--- config.mk ---
export PLATFORM = sky130hd
export DESIGN_NAME = fetch_dispatch_fsm
export DESIGN_NICKNAME = d
export VERILOG_FILES = /design/src/rtl/cpu_pkg.sv /design/src/rtl/opcode_decoder.sv /design/src/rtl/fetch_dispatch_fsm.sv
export SDC_FILE = /design/constraint.sdc
export NUM_CORES = 1
export LEC_CHECK = 0
export ABC_AREA = 1
export BUFFER_PORTS_ARGS = -buffer_cell sky130_fd_sc_hd__buf_2
export CORE_MARGIN = 4
export CORE_UTILIZATION = 45
export CTS_CLUSTER_DIAMETER = 150
export DETAILED_ROUTE_END_ITERATION = 7
export GPL_TIMING_DRIVEN = 0
export PLACE_DENSITY = 0.75
export SLEW_MARGIN = 0
export SYNTH_ARGS = -nofsm -noshare
export SYNTH_HDL_FRONTEND = slang
export SYNTH_HIERARCHICAL = 1
export SYNTH_SLANG_ARGS = --single-unit
--- constraint.sdc ---
create_clock -name clk -period 1.42 [get_ports clk]
set_input_delay 0.142 -clock clk [delete_from_list [all_inputs] [get_ports clk]]
set_output_delay 0.142 -clock clk [all_outputs]
set_load 0.1 [all_outputs]
--- src/rtl/cpu_pkg.sv ---
// Shared definitions for the bus-based CPU: opcodes, one-hot sub-FSM selects,
// dispatcher state encoding and instruction field positions.
package cpu_pkg;

  localparam logic [3:0] paraAdd   = 4'b0001;
  localparam logic [3:0] paraSub   = 4'b0010;
  localparam logic [3:0] paraAnd   = 4'b0011;
  localparam logic [3:0] paraOr    = 4'b0100;
  localparam logic [3:0] paraXor   = 4'b0101;
  localparam logic [3:0] paraShl   = 4'b0110;
  localparam logic [3:0] paraNot   = 4'b0111;
  localparam logic [3:0] paraAddi  = 4'b1000;
  localparam logic [3:0] paraSubi  = 4'b1001;
  localparam logic [3:0] paraMove  = 4'b1010;
  localparam logic [3:0] paraMovi  = 4'b1011;
  localparam logic [3:0] paraLoad  = 4'b1100;
  localparam logic [3:0] paraStore = 4'b1101;

  localparam int SEL_W = 7;

  localparam logic [SEL_W-1:0] stateAluPar2 = 7'b0000001;
  localparam logic [SEL_W-1:0] stateAluPar1 = 7'b0000010;
  localparam logic [SEL_W-1:0] stateAluNot  = 7'b0000100;
  localparam logic [SEL_W-1:0] stateMove    = 7'b0001000;
  localparam logic [SEL_W-1:0] stateMovi    = 7'b0010000;
  localparam logic [SEL_W-1:0] stateLoad    = 7'b0100000;
  localparam logic [SEL_W-1:0] stateStore   = 7'b1000000;
  localparam logic [SEL_W-1:0] stateError   = 7'b1111111;

  localparam logic [2:0] S_FETCH    = 3'd0;
  localparam logic [2:0] S_WAIT_MFC = 3'd1;
  localparam logic [2:0] S_DECODE   = 3'd2;
  localparam logic [2:0] S_DISPATCH = 3'd3;
  localparam logic [2:0] S_WAIT     = 3'd4;
  localparam logic [2:0] S_PCINC    = 3'd5;
  localparam logic [2:0] S_ERROR    = 3'd6;

  localparam int OPC_HI = 15;
  localparam int OPC_LO = 12;
  localparam int P1_HI  = 11;
  localparam int P1_LO  = 6;
  localparam int P2_HI  = 5;
  localparam int P2_LO  = 0;

endpackage

--- src/rtl/opcode_decoder.sv ---
// Combinational opcode decoder: maps a 4-bit opcode to the one-hot sub-FSM
// select and flags opcodes that have no execution sub-FSM.
module opcode_decoder
  import cpu_pkg::*;
(
  input  logic [3:0]       i_opcode,
  output logic [SEL_W-1:0] o_sel,
  output logic             o_illegal
);

  always_comb begin
    // NOTE: defaults first so every path assigns every output; no latch is inferred.
    o_sel     = '0;
    o_illegal = 1'b0;
    case (i_opcode)
      paraAdd, paraSub, paraAnd,
      paraOr, paraXor, paraShl: o_sel = stateAluPar2;
      paraAddi, paraSubi:       o_sel = stateAluPar1;
      paraNot:                  o_sel = stateAluNot;
      paraMove:                 o_sel = stateMove;
      paraMovi:                 o_sel = stateMovi;
      paraLoad:                 o_sel = stateLoad;
      paraStore:                o_sel = stateStore;
      default:                  o_illegal = 1'b1;
    endcase
  end

endmodule

--- src/rtl/fetch_dispatch_fsm.sv ---
// Top-level instruction sequencer: fetch via MFC handshake, decode, start one
// execution sub-FSM, wait for its done pulse, bump the PC and repeat.
module fetch_dispatch_fsm
  import cpu_pkg::*;
#(
  parameter int TIMEOUT = 32,
  parameter int IW      = 16
) (
  input  logic             clk,
  input  logic             rst,
  input  logic [IW-1:0]    instrIn,
  input  logic             mfc,
  input  logic [SEL_W-1:0] doneVec,
  output logic             memRead,
  output logic             pcOut,
  output logic             pcInc,
  output logic [SEL_W-1:0] nextFSM,
  output logic [5:0]       para1,
  output logic [5:0]       para2,
  output logic [3:0]       aluOp,
  output logic             errFlag
);

  localparam int CW = (TIMEOUT > 1) ? $clog2(TIMEOUT) : 1;
  localparam logic [CW-1:0] CNT_LAST = CW'(TIMEOUT - 1);

  logic [2:0]       r_state;
  logic [IW-1:0]    r_ir;
  logic [SEL_W-1:0] r_sel;
  logic [5:0]       r_para1;
  logic [5:0]       r_para2;
  logic [3:0]       r_alu_op;
  logic [CW-1:0]    r_cnt;

  logic [SEL_W-1:0] w_sel;
  logic             w_illegal;

  opcode_decoder u_dec (
    .i_opcode  (r_ir[OPC_HI:OPC_LO]),
    .o_sel     (w_sel),
    .o_illegal (w_illegal)
  );

  // NOTE: sequential state uses non-blocking assignments so every register samples pre-edge values.
  always_ff @(posedge clk) begin
    if (rst) begin
      r_state  <= S_FETCH;
      r_ir     <= '0;
      r_sel    <= '0;
      r_para1  <= '0;
      r_para2  <= '0;
      r_alu_op <= '0;
      r_cnt    <= '0;
    end else begin
      case (r_state)
        S_FETCH: r_state <= S_WAIT_MFC;
        S_WAIT_MFC: begin
          if (mfc) begin
            r_ir    <= instrIn;
            r_state <= S_DECODE;
          end
        end
        S_DECODE: begin
          r_para1  <= r_ir[P1_HI:P1_LO];
          r_para2  <= r_ir[P2_HI:P2_LO];
          r_alu_op <= r_ir[OPC_HI:OPC_LO];
          r_sel    <= w_sel;
          r_state  <= w_illegal ? S_ERROR : S_DISPATCH;
        end
        S_DISPATCH: begin
          r_cnt   <= '0;
          r_state <= S_WAIT;
        end
        S_WAIT: begin
          r_cnt <= r_cnt + CW'(1);
          // A done from the selected sub-FSM wins even on the last allowed cycle.
          if (|(doneVec & r_sel))       r_state <= S_PCINC;
          else if (|(doneVec & ~r_sel)) r_state <= S_ERROR;
          else if (r_cnt == CNT_LAST)   r_state <= S_ERROR;
        end
        S_PCINC: r_state <= S_FETCH;
        S_ERROR: r_state <= S_ERROR;
        default: r_state <= S_ERROR;
      endcase
    end
  end

  always_comb begin
    memRead = 1'b0;
    pcOut   = 1'b0;
    pcInc   = 1'b0;
    nextFSM = '0;
    errFlag = 1'b0;
    case (r_state)
      // Bus requests are masked while rst is held so reset shows all-zero outputs.
      S_FETCH, S_WAIT_MFC: begin
        memRead = ~rst;
        pcOut   = ~rst;
      end
      S_DISPATCH: nextFSM = r_sel;
      S_PCINC:    pcInc   = 1'b1;
      S_ERROR: begin
        nextFSM = stateError;
        errFlag = 1'b1;
      end
      default: ;
    endcase
  end

  assign para1 = r_para1;
  assign para2 = r_para2;
  assign aluOp = r_alu_op;

endmodule

; ---- Yosys cells after proc, flatten, opt, wreduce, memory -nomap -nowiden
; Index checks and enable logic that the tools add are counted.
[word_totals]
register_bits = 47
input_bits = 26
out_inout_bits = 27
elab_cells = 56
[op_classes]
add_sub_neg = 1
n_eq_ne = 22
n_mux = 12
n_bitwise = 4
reduce_logical = 10
[op_table]
columns = operator, n
row1 = 7-bit case mux with 7 select lines, 1
row2 = 4-bit == test (second input constant), 6
row3 = 3-bit case mux with 6 select lines, 1
row4 = 4-bit by 3-bit == test with 1-bit output (second input constant), 4
row5 = 3-bit two-way mux, 5
row6 = 7-bit AND, 2
row7 = 7-bit case mux with 2 select lines, 1
row8 = 7-bit OR reduction, 2
row9 = 13-bit OR reduction, 1
row10 = 5-bit case mux with 2 select lines, 1
row11 = 3-bit == test (second input constant), 3
row12 = 4-bit by 2-bit == test with 1-bit output (second input constant), 2
row13 = 7-bit NOT, 1
row14 = 3-bit by 2-bit == test with 1-bit output (second input constant), 2
row15 = 6-bit OR reduction, 1
row16 = 5-bit by 1-bit adder with 5-bit output (second input constant), 1
row17 = 5-bit == test (second input constant), 1
row18 = 4-bit by 1-bit == test with 1-bit output (second input constant), 1
row19 = 4-bit inequality test (second input constant), 1
row20 = 2-bit AND reduction, 2
row21 = 2-bit OR reduction, 2
row22 = 3-bit by 1-bit == test with 1-bit output (second input constant), 1
row23 = 3-bit zero test, 1
row24 = 1-bit two-way mux, 3
row25 = 3 further kinds, 3

; ---- Depth between registers and ports, before layout
; Gate-level depths: netlist of the first run.
[logic_depth]
word_depth = 6
ltp_mapped = 8

; ---- Modules after synthesis
; The synthesis of the first run kept the hierarchy.
[modules_own_cells]
columns = mod, n_inst, cells_each, area_each_um2
row1 = fetch_dispatch_fsm, 1, 254, 1904.3
row2 = opcode_decoder, 1, 23, 96.3

; ---- Worst setup path before layout of the first run
; OpenSTA, ideal clock, no wires.
[synth_path]
kind = register to output
startpoint = register r_state[2]
endpoint = output port nextFSM[0]
t_arrival_ns = 3.194
t_required_ns = 1.278
path_slack_ns = -1.916
path_stages_with_launch = 5
path_cell_list = dfxtp_1 -> nand2_1 -> nor2_1 -> inv_1 -> o21ai_0
[synth_via]
elab_chain_cells = 2
word_cells_on_any_way = 3
cone_classes = eq/ne: 2 / mux: 1
[synth_lines]
columns = item, line
row1 = from (decl), fetch_dispatch_fsm.sv:27  ; logic [2:0] r_state;
row2 = from (signal assigned), fetch_dispatch_fsm.sv:68  ; r_state <= w_illegal ? S_ERROR : S_DISPATCH;
row3 = 3-bit == test / 3-bit by 2-bit == test with 1-bit output (equally long branches), fetch_dispatch_fsm.sv:94  ; case (r_state)
row4 = 7-bit case mux with 2 select lines *, fetch_dispatch_fsm.sv:94
row5 = to (decl), fetch_dispatch_fsm.sv:17  ; output logic [SEL_W-1:0] nextFSM,
; Mark *: on every way between the ends. The rest lies on a longest branch, timed or not.

; ---- Final worst setup path of the first run
[layout_path]
startpoint = register r_state[1]
endpoint = output port nextFSM[1]
; Same word-level chain as after synthesis.

==> impl_metrics.json, run 1 <==
{
  "cts.sinks": 47,
  "insertion_delay_ns": 0.31,
  "synth_area_um2": 2000,
  "synth_nets": 305,
  "die_y_um": 74.7,
  "gp_congestion": 0.822,
  "muxShareOfSynthArea": 0,
  "hold_class": "in -> reg",
  "worstSetupPathType": "reg -> out",
  "synth_top_family_by_area": "compound AO/OA/AOI/OAI gates",
  "maxSlewViolCount": 0,
  "cp_max_fo": 7,
  "synth-edff-count": 0,
  "tightest_slew_ns": 0.532,
  "drt_first_iter_violations": 118,
  "synthAdderAreaFrac": 0.0125,
  "cts-root-buf": "clkbuf_8",
  "core.rowCount": 23,
  "cts_tree": "done",
  "yosys_register_bits": 47,
  "final_core_util": 0.735,
  "drc": 0,
  "nets": 386,
  "critPathCapture": "nextFSM[1]",
  "n_antenna_cell": 0,
  "ys_seq_area_frac": 0.470,
  "grt_max_degree": 15,
  "ys_top_cells_by_area": "dfxtp_1 47%, o21ai_0 13%, a21oi_1 11%, inv_1 7.9%, nand2_1 7.9%",
  "ant_nets": 0,
  "dr_total_vias": 2105,
  "io_pins": 53,
  "antenna_found_initial": 0,
  "avgRoutedWirePerCell_um": 13.8,
  "setup_ws_ns": -0.199,
  "cts_buffers": 5,
  "p_leak_nw": 1.34,
  "ys_warn_count": 6,
  "status": "finished with violations",
  "nFillCells": 322,
  "drt_first_pass_iters": 4,
  "fp.dieW_um": 74.7,
  "yosys.area_share.simple": 0.158,
  "finalSetupViolations": 31,
  "r2r_setup_slack_ns": -0.06,
  "cp-end-kind": "output port",
  "hold_violations": 0,
  "dieArea_um2": 5580,
  "track_usage": 0.195,
  "start_util": 0.483,
  "critPathLaunch": "r_state[1]$_SDFFE_PP0P_",
  "synth_xor_xnor_area_share": 0.00438,
  "async_flop_share": 0,
  "slew_headroom": 0.645,
  "grt_first_pass_wirelength_um": 8400,
  "start_kind": "flop",
  "fin_crit_sh": 1.14,
  "synth_area_leader_cell": "dfxtp_1",
  "wirelength_um": 5660,
  "htreeDepth": 2,
  "rr_worst_depth": 8,
  "synth_top_cell_area_share": 0.470,
  "finalClockSkew_ns": 0.0161,
  "area_growth_syn_to_layout_pct": 52.3,
  "synthMostInstantiatedCell": "o21ai_0",
  "power.density_nw_per_um2": 2240,
  "crit_required_ns": 1.28,
  "netlist_instances": 277,
  "rsz0062_at_grt": "true",
  "syn_area_per_cell_um2": 7.22,
  "clk_path_buf_depth": 2,
  "grt_pass1_vias": 1912,
  "layout-drive-gt1-share": 0.354,
  "maxCapViolCount": 0,
  "vias_per_cell": 5.15,
  "synthDistinctLibCells": 19,
  "post-dp-hpwl_um": 3440,
  "io_buffers": 52,
  "synth_compound_area_frac": 0.243,
  "fin_crit_ns": 1.62,
  "peakVddDrop_mv": 1.76,
  "grt-ovfl-total": 0,
  "core_area_um2": 4140,
  "violations": "setup timing",
  "cp.arrival_ns": 1.48,
  "critical_path.reg2reg.startpoint": "r_state[0]$_SDFFE_PP0P_",
  "r2r_end": "aluOp[1]$_SDFFE_PP0N_",
  "holdBufCountCts": 0,
  "yosys-top-cells-count": "52 x o21ai_0, 47 x dfxtp_1, 45 x a21oi_1",
  "synth-main-ff-cell": "dfxtp_1",
  "fmax_mhz": 618,
  "power_mw": 6.81,
  "clk_pin_slew_worst_paths_ns": 0.09
}
==> report_power, final <==
part	internal, mW	leakage [nW]	switching [mW]
Clock	0.399	0.0484	0.446
Combinational	1.16	0.906	2.77
Sequential	1.75	0.385	0.288
==> critical path, stage by stage, from the launching register on <==
cell and delay (ns):
dfxtp_4 0.44, nand2_4 0.08, nor2_4 0.12, clkinvlp_4 0.11, buf_12 0.16, o21ai_4 0.07, buf_12 0.19
==> state kept, by name, summed over array words and instances (netlist names) <==
register and count:
r_ir 16, r_sel 7, para1 6, para2 6
r_cnt 5, aluOp 4, r_state 3
==> per-stage QoR <==
step	setup TNS [ns]	instances	area, um2	worst slack, ns	hold WS [ns]
floorplan	-5.26	277	2130	-0.591	0.211
global placement	-4.86	379	2460	-0.499	0.403
detailed placement	-5.12	379	2460	-0.512	0.405
CTS	-1.21	391	2730	-0.160	0.0761
global route	-5.32	409	3050	-0.238	0.0736
finish	-1.98	409	3050	-0.199	0.0766
==> metal layers <==
| layer | wire length, um | vias up | track usage |
|---|---|---|---|
| met5 | 0 | - | 0 |
| met4 | 131 | 0 | 0.0810 |
| met3 | 311 | 11 | 0.0401 |
| met2 | 2770 | 77 | 0.328 |
| met1 | 2450 | 953 | 0.243 |
| li1 | - | 1064 | - |
==> how the worst min path moves through the flow <==
| stage | startpoint | to | slack [ns] | cells past startpoint |
|---|---|---|---|---|
| floorplan | rst | r_cnt[1]$_SDFFE_PP0P_ | 0.21 | 1 |
| global placement | rst | r_cnt[4]$_SDFFE_PP0P_ | 0.40 | 2 |
| detailed placement | rst | r_cnt[4]$_SDFFE_PP0P_ | 0.40 | 2 |
| CTS | rst | r_cnt[4]$_SDFFE_PP0P_ | 0.08 | 2 |
| global route | rst | r_cnt[4]$_SDFFE_PP0P_ | 0.07 | 2 |
| finish | rst | r_cnt[4]$_SDFFE_PP0P_ | 0.08 | 2 |
==> what timing repair did <==
item                                    CTS  global route
buffers inserted                          4            15
pin swaps                                 3             6
endpoints found under the setup margin   34            46
gates cloned                              0             3
gates resized for setup                  38            83
==> final cells by class <==
type / instances / area, um2 / share of cell area
flip-flops and latches: 47 / 950 / 0.312
clock inverters: 1 / 8.76 / 0.00287
plain buffers: 13 / 126 / 0.0415
multi-input cells: 173 / 1010 / 0.333
repair buffers: 74 / 626 / 0.205
well taps: 50 / 62.6 / 0.0205
clock buffers: 7 / 86.3 / 0.0283
inverters: 44 / 174 / 0.0571
==> kinds of logic (layout without fill, tap and decap cells) <==
logic type | after synthesis | count (layout)
AO/OA/AOI/OAI | 97 | 97
XOR/XNOR | 1 | 1
adder cells (fa/ha/maj) | 2 | 2
buffers and inverters | 57 | 139
flip-flops | 47 | 47
AND/OR/NAND/NOR | 73 | 73
==> cell usage in the layout (no fill, tap or decap), drive strengths merged <==
cell type / count
nand2: 42
ha: 2
xor2: 1
nand4: 1
dfxtp: 47
or2: 1
o21ai: 52
nand3: 10
nor2: 13
inv: 43
clkbuf: 14
buf: 80
clkinvlp: 1
clkinv: 1
a21oi: 45
nor3: 6
Note: power is estimated with default switching activity, not from simulation.
==> run 2, diff against run 1 <==
--- a/config.mk
+++ b/config.mk
@@ -8,11 +8,11 @@
 export ABC_AREA = 1
 export BUFFER_PORTS_ARGS = -buffer_cell sky130_fd_sc_hd__buf_2
 export CORE_MARGIN = 4
-export CORE_UTILIZATION = 45
+export CORE_UTILIZATION = 28
 export CTS_CLUSTER_DIAMETER = 150
 export DETAILED_ROUTE_END_ITERATION = 7
 export GPL_TIMING_DRIVEN = 0
-export PLACE_DENSITY = 0.75
+export PLACE_DENSITY = 0.53
 export SLEW_MARGIN = 0
 export SYNTH_ARGS = -nofsm -noshare
 export SYNTH_HDL_FRONTEND = slang
==> impl_metrics.json, run 2 (synthesis results as in run 1) <==
{
  "power_mw": 6.55,
  "start_util": 0.291,
  "fin_crit_ns": 1.54,
  "cp.arrival_ns": 1.39,
  "largest-register": "r_ir",
  "crit_chain": "nand2_4, nor2_4, clkinvlp_4, buf_12, o21ai_4, buf_12",
  "io_buffers": 52,
  "path_depth": 6,
  "die_y_um": 92.5,
  "r2r_end": "para2[1]$_SDFFE_PP0N_",
  "grt_max_degree": 16,
  "power.density_nw_per_um2": 2190,
  "r2r_setup_slack_ns": 0.01,
  "p_leak_nw": 1.29,
  "fin_crit_sh": 1.08,
  "finalClockSkew_ns": 0.00971,
  "fin_area_um2": 2990,
  "largest_reg_flops": 16,
  "fin_setup_tns_ns": -0.911,
  "cts_tree": "done",
  "crit_family": "buffers and inverters",
  "track_usage": 0.124,
  "cp_max_fo": 7,
  "cts-root-buf": "clkbuf_8",
  "tightest_slew_ns": 0.497,
  "nFillCells": 703,
  "clk_pin_slew_worst_paths_ns": 0.09,
  "critPathLaunch": "r_state[2]$_SDFFE_PP0P_",
  "antenna_found_initial": 0,
  "maxCapViolCount": 0,
  "finalSetupViolations": 10,
  "critical_path.reg2reg.startpoint": "r_state[2]$_SDFFE_PP0P_",
  "crit_slowest_cell": "dfxtp_4",
  "io_pins": 53,
  "hold_slack_ns": 0.112,
  "vias_per_cell": 4.44,
  "drt_first_iter_violations": 72,
  "nets": 379,
  "slew_headroom": 0.669,
  "slowest_delay_ns": 0.41,
  "worstSetupPathType": "reg -> out",
  "hold_violations": 0,
  "core_area_um2": 6870,
  "area_growth_syn_to_layout_pct": 49.6,
  "reg_top3": "r_ir x16, r_sel x7",
  "avgRoutedWirePerCell_um": 12.0,
  "layout-drive-gt1-share": 0.315,
  "dpl_cell_area_um2": 2510,
  "cts.sinks": 47,
  "hold_class": "in -> reg",
  "fmax_mhz": 651,
  "n_antenna_cell": 0,
  "dieArea_um2": 8560,
  "drt_first_pass_iters": 4,
  "rr_worst_depth": 7,
  "grt_first_pass_wirelength_um": 8650,
  "layout_common_cells": "44 x a21oi_1, 44 x buf_2, 43 x dfxtp_1",
  "htreeDepth": 2,
  "status": "finished with violations",
  "maxSlewViolCount": 0,
  "fp.dieW_um": 92.5,
  "peakVddDrop_mv": 1.84,
  "insertion_delay_ns": 0.30,
  "holdPathStages": 2,
  "critPathCapture": "nextFSM[3]",
  "setup_ws_ns": -0.117,
  "cp-end-kind": "output port",
  "rsz0062_at_grt": "true",
  "gp_congestion": 0.800,
  "cp_common_cell": "buf_12",
  "post-dp-hpwl_um": 3790,
  "start_kind": "flop",
  "clk_path_buf_depth": 2,
  "grt-ovfl-total": 0,
  "drc": 0,
  "critPathBufInv": 3,
  "wirelength_um": 5370,
  "final_core_util": 0.436,
  "core.rowCount": 30,
  "ant_nets": 0,
  "dr_total_vias": 1987,
  "grt_pass1_vias": 1861,
  "crit_required_ns": 1.28,
  "violations": "setup timing",
  "cts_buffers": 5
}
## run 2: where the power goes
part / leakage [nW] / total (mW) / switching, mW / internal (mW)
Combinational: 0.858 / 3.69 / 2.64 / 1.04
Sequential: 0.386 / 2.05 / 0.297 / 1.76
Clock: 0.0454 / 0.813 / 0.459 / 0.354
Total: 1.29 / 6.55 / 3.40 / 3.15
## run 2: repair_timing
action                                  4_1_cts  5_1_grt
hold buffers                                  0        0
pin swaps                                     3        6
buffers inserted                              5        9
endpoints found under the setup margin       34       41
cloned                                        0        2
gates resized for setup                      41       38
## run 2: worst min-delay path by stage
stage               start               endpoint  slack [ns]
floorplan             rst  r_cnt[1]$_SDFFE_PP0P_        0.21
global placement      rst  r_cnt[4]$_SDFFE_PP0P_        0.41
detailed placement    rst  r_cnt[4]$_SDFFE_PP0P_        0.42
CTS                   rst  r_cnt[4]$_SDFFE_PP0P_        0.10
global route          rst  r_cnt[3]$_SDFFE_PP0P_        0.11
finish                rst  r_cnt[1]$_SDFFE_PP0P_        0.11
## run 2: cell type report
class | count | area (um2) | area share
clock buffer | 6 | 72.6 | 0.0242
buffer | 12 | 97.6 | 0.0326
clock inverter | 2 | 17.5 | 0.00585
inverter | 44 | 171 | 0.0573
sequential | 47 | 953 | 0.319
tap | 96 | 120 | 0.0401
multi-input combinational | 173 | 975 | 0.326
timing repair buffer | 68 | 586 | 0.196
## run 2: per-layer routing
layer / routed length, um / up-vias / GRT usage
met2: 2370 / 47 / 0.196
met4: 25 / 0 / 0.0297
met5: 0 / - / 0
li1: - / 1054 / -
met1: 2740 / 884 / 0.173
met3: 238 / 2 / 0.0268
## run 2: metrics by stage
stage                     setup slack, ns  std cells
after floorplan                    -0.591        277
after global placement             -0.514        425
after detailed placement           -0.523        425
after CTS                          -0.140        438
after global routing               -0.173        448
final                              -0.117        448
